**config.mk**
```make
export PLATFORM = sky130hd
export DESIGN_NAME = instruction_fetch_unit
export DESIGN_NICKNAME = d
export VERILOG_FILES = /design/src/rtl/fetch_pkg.sv /design/src/rtl/fetch_fifo.sv /design/src/rtl/instruction_fetch_unit.sv
export SDC_FILE = /design/constraint.sdc
export NUM_CORES = 1
export LEC_CHECK = 0
export BUFFER_PORTS_ARGS = -buffer_cell sky130_fd_sc_hd__buf_2
export CORE_MARGIN = 3
export CORE_UTILIZATION = 50
export DETAILED_ROUTE_END_ITERATION = 8
export PLACE_DENSITY = 0.72
export SLEW_MARGIN = 15
export SYNTH_ARGS = -nofsm -noshare
export SYNTH_HDL_FRONTEND = slang
export SYNTH_SLANG_ARGS = --single-unit
```
**constraint.sdc**
```tcl
create_clock -name clk -period 6.3 [get_ports clk]
set_input_delay 0 -clock clk [delete_from_list [all_inputs] [get_ports clk]]
set_output_delay 0 -clock clk [all_outputs]
set_load 0.02 [all_outputs]
```
**src/rtl/fetch_pkg.sv**
```systemverilog
// rtl/fetch_pkg.sv - shared types and constants for the instruction fetch unit
package fetch_pkg;

  localparam logic [31:0] FETCH_RESET_PC = 32'h0000_0000;
  localparam int unsigned ILEN_BYTES     = 4;

  typedef struct packed {
    logic [31:0] pc;
    logic [31:0] instr;
    logic        fault;
  } fetch_entry_t;

  typedef enum logic [1:0] {
    BOOT,
    FETCH,
    FAULT
  } fetch_state_e;

endpackage

```
**src/rtl/fetch_fifo.sv**
```systemverilog
// rtl/fetch_fifo.sv - power-of-2 FIFO of fetch entries with flush and occupancy count
module fetch_fifo
  import fetch_pkg::*;
#(
  parameter int unsigned DEPTH = 2,
  localparam int unsigned AW   = $clog2(DEPTH),
  localparam int unsigned CW   = AW + 1
) (
  input  logic          clk,
  input  logic          rst_n,
  input  logic          flush_i,
  input  logic          push_i,
  input  fetch_entry_t  wdata_i,
  input  logic          pop_i,
  output fetch_entry_t  rdata_o,
  output logic          empty_o,
  output logic          full_o,
  output logic [CW-1:0] count_o
);

  fetch_entry_t  mem_q [DEPTH];
  logic [AW-1:0] wptr_q;
  logic [AW-1:0] rptr_q;
  logic [CW-1:0] count_q;
  logic          do_pop;
  logic          do_push;

  assign empty_o = (count_q == '0);
  assign full_o  = (count_q == CW'(DEPTH));
  assign count_o = count_q;
  assign rdata_o = mem_q[rptr_q];
  assign do_pop  = pop_i && !empty_o;
  // a pop frees the head slot, so a full FIFO may still take a push that cycle
  assign do_push = push_i && (!full_o || do_pop);

  always_ff @(posedge clk or negedge rst_n) begin
    if (!rst_n) begin
      wptr_q  <= '0;
      rptr_q  <= '0;
      count_q <= '0;
    end else if (flush_i) begin
      wptr_q  <= '0;
      rptr_q  <= '0;
      count_q <= '0;
    end else begin
      if (do_push) wptr_q <= wptr_q + 1'b1;
      if (do_pop)  rptr_q <= rptr_q + 1'b1;
      if (do_push && !do_pop)      count_q <= count_q + 1'b1;
      else if (do_pop && !do_push) count_q <= count_q - 1'b1;
    end
  end

  always_ff @(posedge clk) begin
    if (do_push && !flush_i) mem_q[wptr_q] <= wdata_i;
  end

endmodule

```
**src/rtl/instruction_fetch_unit.sv**
```systemverilog
// rtl/instruction_fetch_unit.sv - PC owner, credit-limited word fetch, in-order buffer to decode
module instruction_fetch_unit
  import fetch_pkg::*;
#(
  parameter logic [31:0] RESET_PC   = FETCH_RESET_PC,
  parameter int unsigned FIFO_DEPTH = 2
) (
  input  logic        clk,
  input  logic        rst_n,
  output logic        imem_req_valid,
  input  logic        imem_req_ready,
  output logic [31:0] imem_req_addr,
  input  logic        imem_rsp_valid,
  input  logic [31:0] imem_rsp_data,
  input  logic        redirect_valid,
  input  logic [31:0] redirect_pc,
  output logic        if_valid,
  input  logic        if_ready,
  output logic [31:0] if_instr,
  output logic [31:0] if_pc,
  output logic        if_fault
);

  localparam int unsigned CW = $clog2(FIFO_DEPTH) + 1;
  localparam logic [CW:0] DEPTH_W = (CW + 1)'(FIFO_DEPTH);

  fetch_state_e  state_q, state_d;
  logic [31:0]   pc_q, pc_d;
  logic [CW-1:0] inflight_q, inflight_d;
  logic [CW-1:0] drop_q, drop_d;
  logic          fault_push_q, fault_push_d;

  logic          redirect_misaligned;
  logic          req_accept;
  logic          rsp_keep;
  logic          credit_ok;
  logic          buf_push, buf_empty, buf_full;
  logic          pcq_empty, pcq_full;
  logic [CW-1:0] buf_count, pcq_count;
  fetch_entry_t  buf_wdata, buf_rdata, pcq_wdata, pcq_rdata;
  logic          unused_sigs;

  assign redirect_misaligned = (redirect_pc[1:0] != 2'b00);
  assign req_accept          = imem_req_valid && imem_req_ready;
  assign rsp_keep            = imem_rsp_valid && (drop_q == '0);

  always_ff @(posedge clk or negedge rst_n) begin
    if (!rst_n) state_q <= BOOT;
    else        state_q <= state_d;
  end

  always_comb begin
    state_d = state_q;
    if (redirect_valid)      state_d = redirect_misaligned ? FAULT : FETCH;
    else if (state_q == BOOT) state_d = FETCH;
  end

  // dropped in-flight requests still hold a credit until their response returns
  always_comb begin
    credit_ok      = (({1'b0, inflight_q} + {1'b0, buf_count}) < DEPTH_W);
    imem_req_valid = (state_q == FETCH) && !redirect_valid && credit_ok;
  end

  always_comb begin
    pc_d         = pc_q;
    inflight_d   = inflight_q;
    drop_d       = drop_q;
    fault_push_d = redirect_valid && redirect_misaligned;
    if (req_accept)     inflight_d = inflight_d + 1'b1;
    if (imem_rsp_valid) inflight_d = inflight_d - 1'b1;
    if (redirect_valid) begin
      pc_d   = redirect_pc;
      drop_d = inflight_d;
    end else begin
      if (req_accept) pc_d = pc_q + 32'(ILEN_BYTES);
      if (imem_rsp_valid && (drop_q != '0)) drop_d = drop_q - 1'b1;
    end
  end

  always_ff @(posedge clk or negedge rst_n) begin
    if (!rst_n) begin
      pc_q         <= RESET_PC;
      inflight_q   <= '0;
      drop_q       <= '0;
      fault_push_q <= 1'b0;
    end else begin
      pc_q         <= pc_d;
      inflight_q   <= inflight_d;
      drop_q       <= drop_d;
      fault_push_q <= fault_push_d;
    end
  end

  // in FAULT every returning response is a drop, so the marker never collides with data
  assign buf_push  = !redirect_valid && (fault_push_q || rsp_keep);
  assign buf_wdata = fault_push_q ? '{pc: pc_q, instr: 32'h0, fault: 1'b1}
                                  : '{pc: pcq_rdata.pc, instr: imem_rsp_data, fault: 1'b0};
  assign pcq_wdata = '{pc: pc_q, instr: 32'h0, fault: 1'b0};

  fetch_fifo #(.DEPTH(FIFO_DEPTH)) u_buf (
    .clk     (clk),
    .rst_n   (rst_n),
    .flush_i (redirect_valid),
    .push_i  (buf_push),
    .wdata_i (buf_wdata),
    .pop_i   (if_valid && if_ready),
    .rdata_o (buf_rdata),
    .empty_o (buf_empty),
    .full_o  (buf_full),
    .count_o (buf_count)
  );

  // never flushed: dropped responses must still retire their PC slot
  fetch_fifo #(.DEPTH(FIFO_DEPTH)) u_pcq (
    .clk     (clk),
    .rst_n   (rst_n),
    .flush_i (1'b0),
    .push_i  (req_accept),
    .wdata_i (pcq_wdata),
    .pop_i   (imem_rsp_valid),
    .rdata_o (pcq_rdata),
    .empty_o (pcq_empty),
    .full_o  (pcq_full),
    .count_o (pcq_count)
  );

  assign unused_sigs = ^{pcq_rdata.instr, pcq_rdata.fault, pcq_empty, pcq_full, pcq_count, buf_full};

  assign imem_req_addr = pc_q;
  assign if_valid      = !buf_empty;
  assign if_pc         = if_valid ? buf_rdata.pc    : 32'h0;
  assign if_instr      = if_valid ? buf_rdata.instr : 32'h0;
  assign if_fault      = if_valid && buf_rdata.fault;

  a_rsp_has_request: assert property (@(posedge clk) disable iff (!rst_n)
    imem_rsp_valid |-> (inflight_q != '0));

endmodule

```
Yosys cells after proc, flatten, opt, wreduce, memory -nomap -nowiden
Memories as Yosys holds them, arrays and structs flattened.
Cells that the tools add are included.

operators by class
  eq/ne operators = 3
  reductions and logical operators = 43
  add/sub/neg operators = 13
  order comparisons = 1
  mux-type cells = 25

operator list
  operator                                                    count
  2-to-1 mux 32 bit                                           4
  2-to-1 mux 65 bit                                           1
  adder 32 x 3 -> 32 bit, second input constant               1
  2-to-1 mux 2 bit                                            12
  logical AND 1 bit                                           18
  nonzero test 2 bit                                          8
  logical NOT 1 bit                                           9
  logical NOT 2 bit                                           4
  2-to-1 mux 1 bit                                            8
  subtractor 2 x 1 -> 2 bit, second input constant            4
  adder 2 x 1 -> 2 bit, second input constant                 3
  adder 1 bit, second input constant                          4
  equality test 2 bit, second input constant                  2
  adder 2 x 2 -> 3 bit                                        1
  logical OR 1 bit                                            3
  less-than comparator 3 x 2 -> 1 bit, second input constant  1
  nonzero test 3 bit                                          1
  equality test 2 x 1 -> 1 bit, second input constant         1

word-level totals
  logic and storage cells = 98
  memories = 2
  input bits = 70
  output and inout port bits = 99
  memory bits (writable) = 194
  bits in registers = 47

memory list
  name         depth  bits a word  read ports  clocked after Yosys merged registers in  write ports  line              text
  u_buf.mem_q  2      65           1           0                                        1            fetch_fifo.sv:21  fetch_entry_t mem_q [DEPTH];
  u_pcq.mem_q  2      32           1           0                                        1            fetch_fifo.sv:21

Logic depth before layout (Yosys ltp)
Gate-level depths: netlist of the first run.

  word-level depth = 11
  mapped depth = 10
  mapped depth without buffers = 9

Hierarchy
A second synthesis of the first run with hierarchy kept.

second synthesis, totals
  cell total of the unflattened synthesis = 857
  area, all modules = 13,387.8 um^2

modules (own cells, without submodules)
  module                  area an instance (um^2)  instances  cells each  seq. area each (um^2)
  fetch_fifo (u_pcq)      5,108.6                  1          229         4,003.8
  fetch_fifo (u_buf)      4,922.2                  1          227         4,003.8
  instruction_fetch_unit  3,357.0                  1          401         975.9

Worst setup path after synthesis of the first run
No wires, ideal clock.

  path type = reg2reg
  start = register drop_q[0]
  end = memory u_buf.mem_q[1][0] (netlist name) (enable)
  data required time = 5.718 ns
  buffers on the path = 0
  setup time = 0.582 ns
  cell stages (with the launch flop) = 6
  path slack = 0.011 ns
  period minus slack after synthesis = 6.289 ns
  arrival = 5.707 ns
  cells stage by stage = dfrtp_1 -> inv_1 -> ha_1 -> a21o_1 -> o21ai_0 -> nor3b_1

on the way
  cells in the longest elaborated chain, start to end = 8

ends and longest elaborated chain
  what                                    line                          text
  start, declared                         instruction_fetch_unit.sv:30  logic [CW-1:0] drop_q, drop_d;
  start signal, assigned                  instruction_fetch_unit.sv:89  drop_q <= drop_d;
  logical NOT 2 bit                       instruction_fetch_unit.sv:45  assign rsp_keep = imem_rsp_valid && (drop_q == '0);
  logical AND 1 bit                       instruction_fetch_unit.sv:45
  logical OR 1 bit                        instruction_fetch_unit.sv:95  assign buf_push = !redirect_valid && (fault_push_q || rsp_keep);
  logical AND 1 bit                       instruction_fetch_unit.sv:95
  logical AND 1 bit                       fetch_fifo.sv:34              assign do_push = push_i && (!full_o || do_pop);
  logical AND 1 bit                       fetch_fifo.sv:54              if (do_push && !flush_i) mem_q[wptr_q] <= wdata_i;
  2-to-1 mux 1 bit                        fetch_fifo.sv:54
  2-to-1 mux 1 bit (not written as such)  fetch_fifo.sv:54
  end, declared                           fetch_fifo.sv:21

Every way passes these cells.

Worst setup path after layout of the first run
  start = register u_buf.count_q[0] (netlist: u_buf.count_o[0])
  end = memory u_pcq.mem_q[0][18] (netlist name) (enable)

on the way
  cells in the longest elaborated chain, start to end = 7

ends and longest elaborated chain
  what                                    line                          text
  start, declared                         fetch_fifo.sv:24              logic [CW-1:0] count_q;
  start signal, assigned                  fetch_fifo.sv:48              if (do_push && !do_pop) count_q <= count_q + 1'b1;
  start signal, assigned                  fetch_fifo.sv:49              else if (do_pop && !do_push) count_q <= count_q - 1'b1;
  adder 2 x 2 -> 3 bit                    instruction_fetch_unit.sv:60  credit_ok = (({1'b0, inflight_q} + {1'b0, buf_count}) < DEPTH_W);
  less-than comparator 3 x 2 -> 1 bit     instruction_fetch_unit.sv:60
  logical AND 1 bit                       instruction_fetch_unit.sv:61  imem_req_valid = (state_q == FETCH) && !redirect_valid && credit_ok;
  logical AND 1 bit                       instruction_fetch_unit.sv:44  assign req_accept = imem_req_valid && imem_req_ready;
  logical AND 1 bit                       fetch_fifo.sv:34
  2-to-1 mux 1 bit                        fetch_fifo.sv:54
  2-to-1 mux 1 bit (not written as such)  fetch_fifo.sv:54
  end, declared                           fetch_fifo.sv:21

Every way passes these cells.

==> flow_summary.json, run 1 <==
{
  "status": "completed",
  "synth.largest_area_cell": "edfxtp_1",
  "powerDensity_mw_per_mm2": 338,
  "overflow": 0,
  "worstReg2RegEnd": "u_pcq.mem_q[0][18]",
  "max_slew_margin": 0.293,
  "place_congestion": 0.818,
  "worst-path-max-fanout": 33,
  "synth_edf_count": 194,
  "root_buffer": "clkbuf_16",
  "die_w_um": 150,
  "hold_class": "input port to flip-flop",
  "ios": 169,
  "rsz0062_at_grt": "no",
  "grt_util_all_layers": 0.198,
  "startpoint_type": "flip-flop",
  "utilization": 0.649,
  "drt_iter0_drc": 426,
  "vias": 7003,
  "drive_gt1_frac": 0.228,
  "fp.coreArea_mm2": 0.0199,
  "mostFrequentLayoutCell": "edfxtp_1",
  "yosys-top-cells-area": "edfxtp_1, dfrtp_1, mux2i_1",
  "antenna_found_initial": 0,
  "cts_buffers": 25,
  "end_kind": "flip-flop",
  "path_clk_slew_ps": 60,
  "fin_crit_sh": 0.531,
  "syn_to_final_growth_pct": 25.1,
  "synth_flop_cell": "edfxtp_1",
  "place_area_mm2": 0.0114,
  "fp.dieH_um": 150,
  "numPortBuffers": 168,
  "crit_required_ps": 6430,
  "seq_area_frac_synth": 0.678,
  "fmax_ghz": 0.299,
  "r2r_slack_ps": 2950,
  "viasPerCell": 5.43,
  "grt_max_degree": 99,
  "setup_viol": 0,
  "p_leak_nw": 4.99,
  "synth_fp_nets": 853,
  "ys_ff_latch": 241,
  "htree_num_levels": 1,
  "worst_pin_slew_ps": 1060,
  "layout_common_cells": "edfxtp_1, buf_2, mux2i_1, nor2_1, nand2_1",
  "clk_latency_ps": 510,
  "cp-startpoint": "u_buf.count_o[0]",
  "layout_min_cycle_time_ps": 3350,
  "cts_resized": 0,
  "whs_ps": 98.7,
  "crit_family": "simple AND/OR/NAND/NOR gates",
  "wl_per_cell_um": 17.4,
  "path_class": "flip-flop to flip-flop",
  "dpl.hpwl_mm": 13.6,
  "post_cts_buffers": 0,
  "r2r_cells": 7,
  "synth_area_mm2": 0.0103,
  "yosys_warnings": 0,
  "max_stage_delay_ps": 870,
  "initial_utilization": 0.519,
  "final_hold_viol_count": 0,
  "routed_wirelength_mm": 22.5,
  "fin_nets": 1079,
  "grt_pass1_wl_mm": 35.2,
  "cts_tree": "built",
  "cp_num_buf_inv": 1,
  "fp-row-count": 51,
  "r2r-start": "u_buf.count_o[0]",
  "stdcell_area_mm2": 0.0129,
  "clock_skew_ps": 9.50,
  "async_reset_ff_frac": 0.195,
  "setup_tns_ps": 0,
  "cp_cell_sequence": "and2_1 > fa_1 > nor4b_1 > nand2_1 > buf_4 > a21oi_1 > nor2b_4",
  "cts.sinks": 241,
  "drv_cap": 0,
  "crit_cells": 7,
  "crit_slowest_cell": "nor2b_4",
  "drc": 0,
  "maxSlewViolCount": 0,
  "drtAntennaViolNets": 0,
  "fp.dieArea_mm2": 0.0224,
  "cts_buffer_depth": 3,
  "postSynthAreaPerCell_um2": 13.3,
  "critPathArrivalTime_ps": 3470,
  "peakVddDrop_uv": 233,
  "crit_end": "u_pcq.mem_q[0][18]",
  "yosys.area.top_type_share": 0.564,
  "synthCells": 779,
  "dr.pass1.iters": 8,
  "yosysUniqueCellTypes": 52,
  "grt_pass1_vias": 6738
}
==> sequential cells by signal (all words and copies together) (netlist names) <==
| register | count |
|---|---|
| u_buf.mem_q | 130 |
| u_pcq.mem_q | 64 |
| imem_req_addr | 32 |
| drop_q | 2 |
| inflight_q | 2 |
| state_q | 2 |
| u_buf.count_o | 2 |
| u_pcq.count_o | 2 |
| fault_push_q | 1 |
| u_buf.rptr_q | 1 |
| u_buf.wptr_q | 1 |
| u_pcq.rptr_q | 1 |
| u_pcq.wptr_q | 1 |
==> cell type report <==
cell class                      count  area (um^2)
Sequential cell                   241         7010
Clock buffer                       28          637
Clock inverter                     18          179
Fill cell                        1460         6990
Antenna cell                        1         2.50
Inverter                           10         37.5
Tap cell                          265          332
Multi-Input combinational cell    481         3130
Timing Repair Buffer              246         1590
==> cell usage after synthesis (all sizes together), types with 2 or more instances <==
master / number
nand4: 11
a22oi: 4
clkbuf: 37
o21ai: 54
buf: 10
nand2: 68
nand2b: 3
inv: 10
nand3: 13
and3: 5
a21oi: 7
a21o: 4
nor2: 87
a211o: 2
and2: 5
or4: 5
nor2b: 39
dfrtp: 47
xnor2: 4
o311ai: 11
nor3: 5
mux2: 2
xor2: 10
and4: 3
edfxtp: 194
o21a: 2
o211ai: 4
a32oi: 2
a31oi: 5
a221o: 4
ha: 3
mux2i: 100
a211oi: 3
nor4: 5
==> per-layer routing <==
| layer | wire length, um | GRT usage |
|---|---|---|
| met5 | 0 | 0 |
| met4 | 422 | 0.0508 |
| met3 | 1630 | 0.0333 |
| met2 | 10900 | 0.333 |
| met1 | 9550 | 0.270 |
==> stage by stage <==
stage,std cells,worst slack (ps),power [W]
2_1_floorplan,779,11.3,0.00267
3_3_place_gp,1176,3080,0.00292
3_5_place_dp,1176,2980,0.00294
4_1_cts,1289,2960,0.00441
5_1_grt,1289,2690,0.00457
6_report,1290,2950,0.00437
==> cells by family (layout without fill, tap and decap cells) <==
logic type,count (synthesis),in the layout,synth area share
AOI/OAI and AO/OA,108,108,0.0662
muxes,102,102,0.0990
buffers and inverters,57,302,0.0216
DFF,241,241,0.678
adders and majority gates,4,4,0.00557
and+or+nand+nor,253,253,0.118
other,0,1,0
xor gates and xnor gates,14,14,0.0119
==> worst register-to-register path, cell delays in order (launching register included) <==
cell and delay (ps):
dfrtp_1 450, and2_1 180, fa_1 460, nor4b_1 340, nand2_1 90, buf_4 250, a21oi_1 320, nor2b_4 870
==> worst min path at each step <==
| stage | start | slack, ps | cells after the start | endpoint |
|---|---|---|---|---|
| 6_report | imem_req_ready | 100 | 5 | imem_req_addr[5] |
| 5_1_grt | redirect_valid | 130 | 3 | u_buf.wptr_q |
| 4_1_cts | redirect_valid | 70 | 3 | u_buf.wptr_q |
| 3_5_place_dp | rst_n | 130 | 2 | imem_req_addr[26] |
| 3_3_place_gp | rst_n | 140 | 2 | imem_req_addr[26] |
| 2_1_floorplan | rst_n | -300 | 0 | drop_q[0] |
==> repair_timing <==
action                                  in CTS  in global routing
endpoints found under the setup margin       0                  0
hold buffers                                67                  0
endpoints found under the hold margin      152                  0
==> report_power, final <==
part / switching, W / internal [W] / total (W)
combinational: 0.000484 / 0.000339 / 0.000823
clock: 0.000583 / 0.000854 / 0.00144
sequential: 0.000176 / 0.00194 / 0.00211
(Power assumes the default switching activity.)
==> run 2: changes to the inputs <==
clock period = 3 ns   (was 6.3 ns; I/O delays follow)
==> flow_summary.json, run 2 (synthesis gave the netlist of run 1 again) <==
{
  "status": "completed",
  "max_stage_delay_ps": 540,
  "cts_tree": "built",
  "cts_buffer_depth": 3,
  "hold_class": "input port to flip-flop",
  "dr.pass1.iters": 5,
  "fin_nets": 1093,
  "worst-path-max-fanout": 8,
  "setup_tns_ps": 0,
  "fp.dieArea_mm2": 0.0224,
  "powerDensity_mw_per_mm2": 692,
  "grt_pass1_wl_mm": 36.0,
  "fillers": 1479,
  "mostFrequentLayoutCell": "edfxtp_1",
  "die_w_um": 150,
  "cts.sinks": 241,
  "path_clk_slew_ps": 60,
  "ios": 169,
  "fp.coreArea_mm2": 0.0199,
  "power_w": 0.00904,
  "drt_iter0_drc": 473,
  "syn_to_final_growth_pct": 26.4,
  "grt_max_degree": 99,
  "vias": 7018,
  "end_kind": "flip-flop",
  "cp_cell_sequence": "and2_1 > fa_1 > or4b_1 > nor2_1 > buf_4 > nand4_1 > or4_1 > nand3_1",
  "fmax_ghz": 0.354,
  "dpl.hpwl_mm": 14.3,
  "startpoint_type": "flip-flop",
  "routed_wirelength_mm": 22.7,
  "grt_pass1_vias": 6891,
  "rsz0062_at_grt": "no",
  "drive_gt1_frac": 0.237,
  "cts_buffers": 24,
  "clock_skew_ps": 9.01,
  "layout_min_cycle_time_ps": 2830,
  "fin_crit_sh": 0.943,
  "antenna_cells": 0,
  "numPortBuffers": 168,
  "clk_latency_ps": 510,
  "drtAntennaViolNets": 0,
  "fp.dieH_um": 150,
  "p_leak_nw": 5.08,
  "root_buffer": "clkbuf_16",
  "crit_slowest_cell": "or4b_1",
  "antenna_found_initial": 0,
  "largest_reg_flops": 130,
  "wl_per_cell_um": 17.5,
  "regArea_mm2": 0.00701,
  "viasPerCell": 5.39,
  "critPathArrivalTime_ps": 3270,
  "maxSlewViolCount": 0,
  "setup_viol": 0,
  "drv_cap": 0,
  "multi_input_area_mm2": 0.00315,
  "overflow": 0,
  "layout_common_cells": "edfxtp_1, buf_2, mux2i_1, nor2_1, dlygate4sd3_1",
  "initial_utilization": 0.519,
  "peakVddDrop_uv": 423,
  "final_hold_viol_count": 0,
  "grt_util_all_layers": 0.202,
  "drc": 0,
  "crit_required_ps": 3440,
  "place_congestion": 0.844,
  "path_class": "flip-flop to flip-flop",
  "top_register": "u_buf.mem_q",
  "whs_ps": 80.9,
  "utilization": 0.656,
  "fp-row-count": 51,
  "worst_pin_slew_ps": 981,
  "htree_num_levels": 1,
  "max_slew_margin": 0.346
}
## run 2: metal layers
layer / vias to the layer above / part of all wire / global-route usage
li1: 3354 / - / -
met1: 3382 / 0.44 / 0.280
met2: 253 / 0.48 / 0.338
met3: 29 / 0.070 / 0.0351
met4: 0 / 0.017 / 0.0467
met5: - / 0 / 0
## run 2: repair_timing
| action | CTS | global route |
|---|---|---|
| setup buffers | 0 | 0 |
| gates resized for setup | 0 | 0 |
| setup endpoints to repair | 0 | 0 |
| endpoints found under the hold margin | 139 | 0 |
| hold buffers | 69 | 0 |
## run 2: through the flow
stage | setup slack, ps | std cells | area, um^2
final | 172 | 1302 | 13100
after global routing | 25.4 | 1302 | 13100
after CTS | 246 | 1302 | 13100
after detailed placement | 256 | 1189 | 11600
after global placement | 326 | 1189 | 11600
after floorplan | 9.05 | 779 | 10400
## run 2: worst paths after layout
check	to	from	cells after the start	slack, ps
max	imem_req_addr[30]	inflight_q[0]	8	170
min	imem_req_addr[5]	imem_req_ready	5	80
max reg2reg	imem_req_addr[30]	inflight_q[0]	8	170
min reg2reg	u_pcq.count_o[1]	u_pcq.count_o[1]	1	500
max in group asynchronous	fault_push_q	rst_n	3	2170
min in group asynchronous	imem_req_addr[26]	rst_n	2	110
## run 2: power by group
group          internal [W]  leakage [nW]  total, W  switching (W)
combinational      0.000766          2.35   0.00178        0.00101
sequential          0.00406          2.35   0.00446       0.000393
clock               0.00165         0.375   0.00280        0.00116
total               0.00648          5.08   0.00904        0.00256
## run 2: worst max-delay path: cells and delay by family (launching register included)
kind	cells	cell delay (ps)
DFF	1	410
and+or+nand+nor	6	1700
buffers and inverters	1	210
adders and majority gates	1	440
## run 2: cell type report
class | instances | share of cell area
timing repair buffer | 261 | 0.136
tap | 265 | 0.0254
clock inverter | 7 | 0.00249
multi-input combinational | 481 | 0.242
inverter | 10 | 0.00287
clock buffer | 37 | 0.0552
sequential | 241 | 0.537
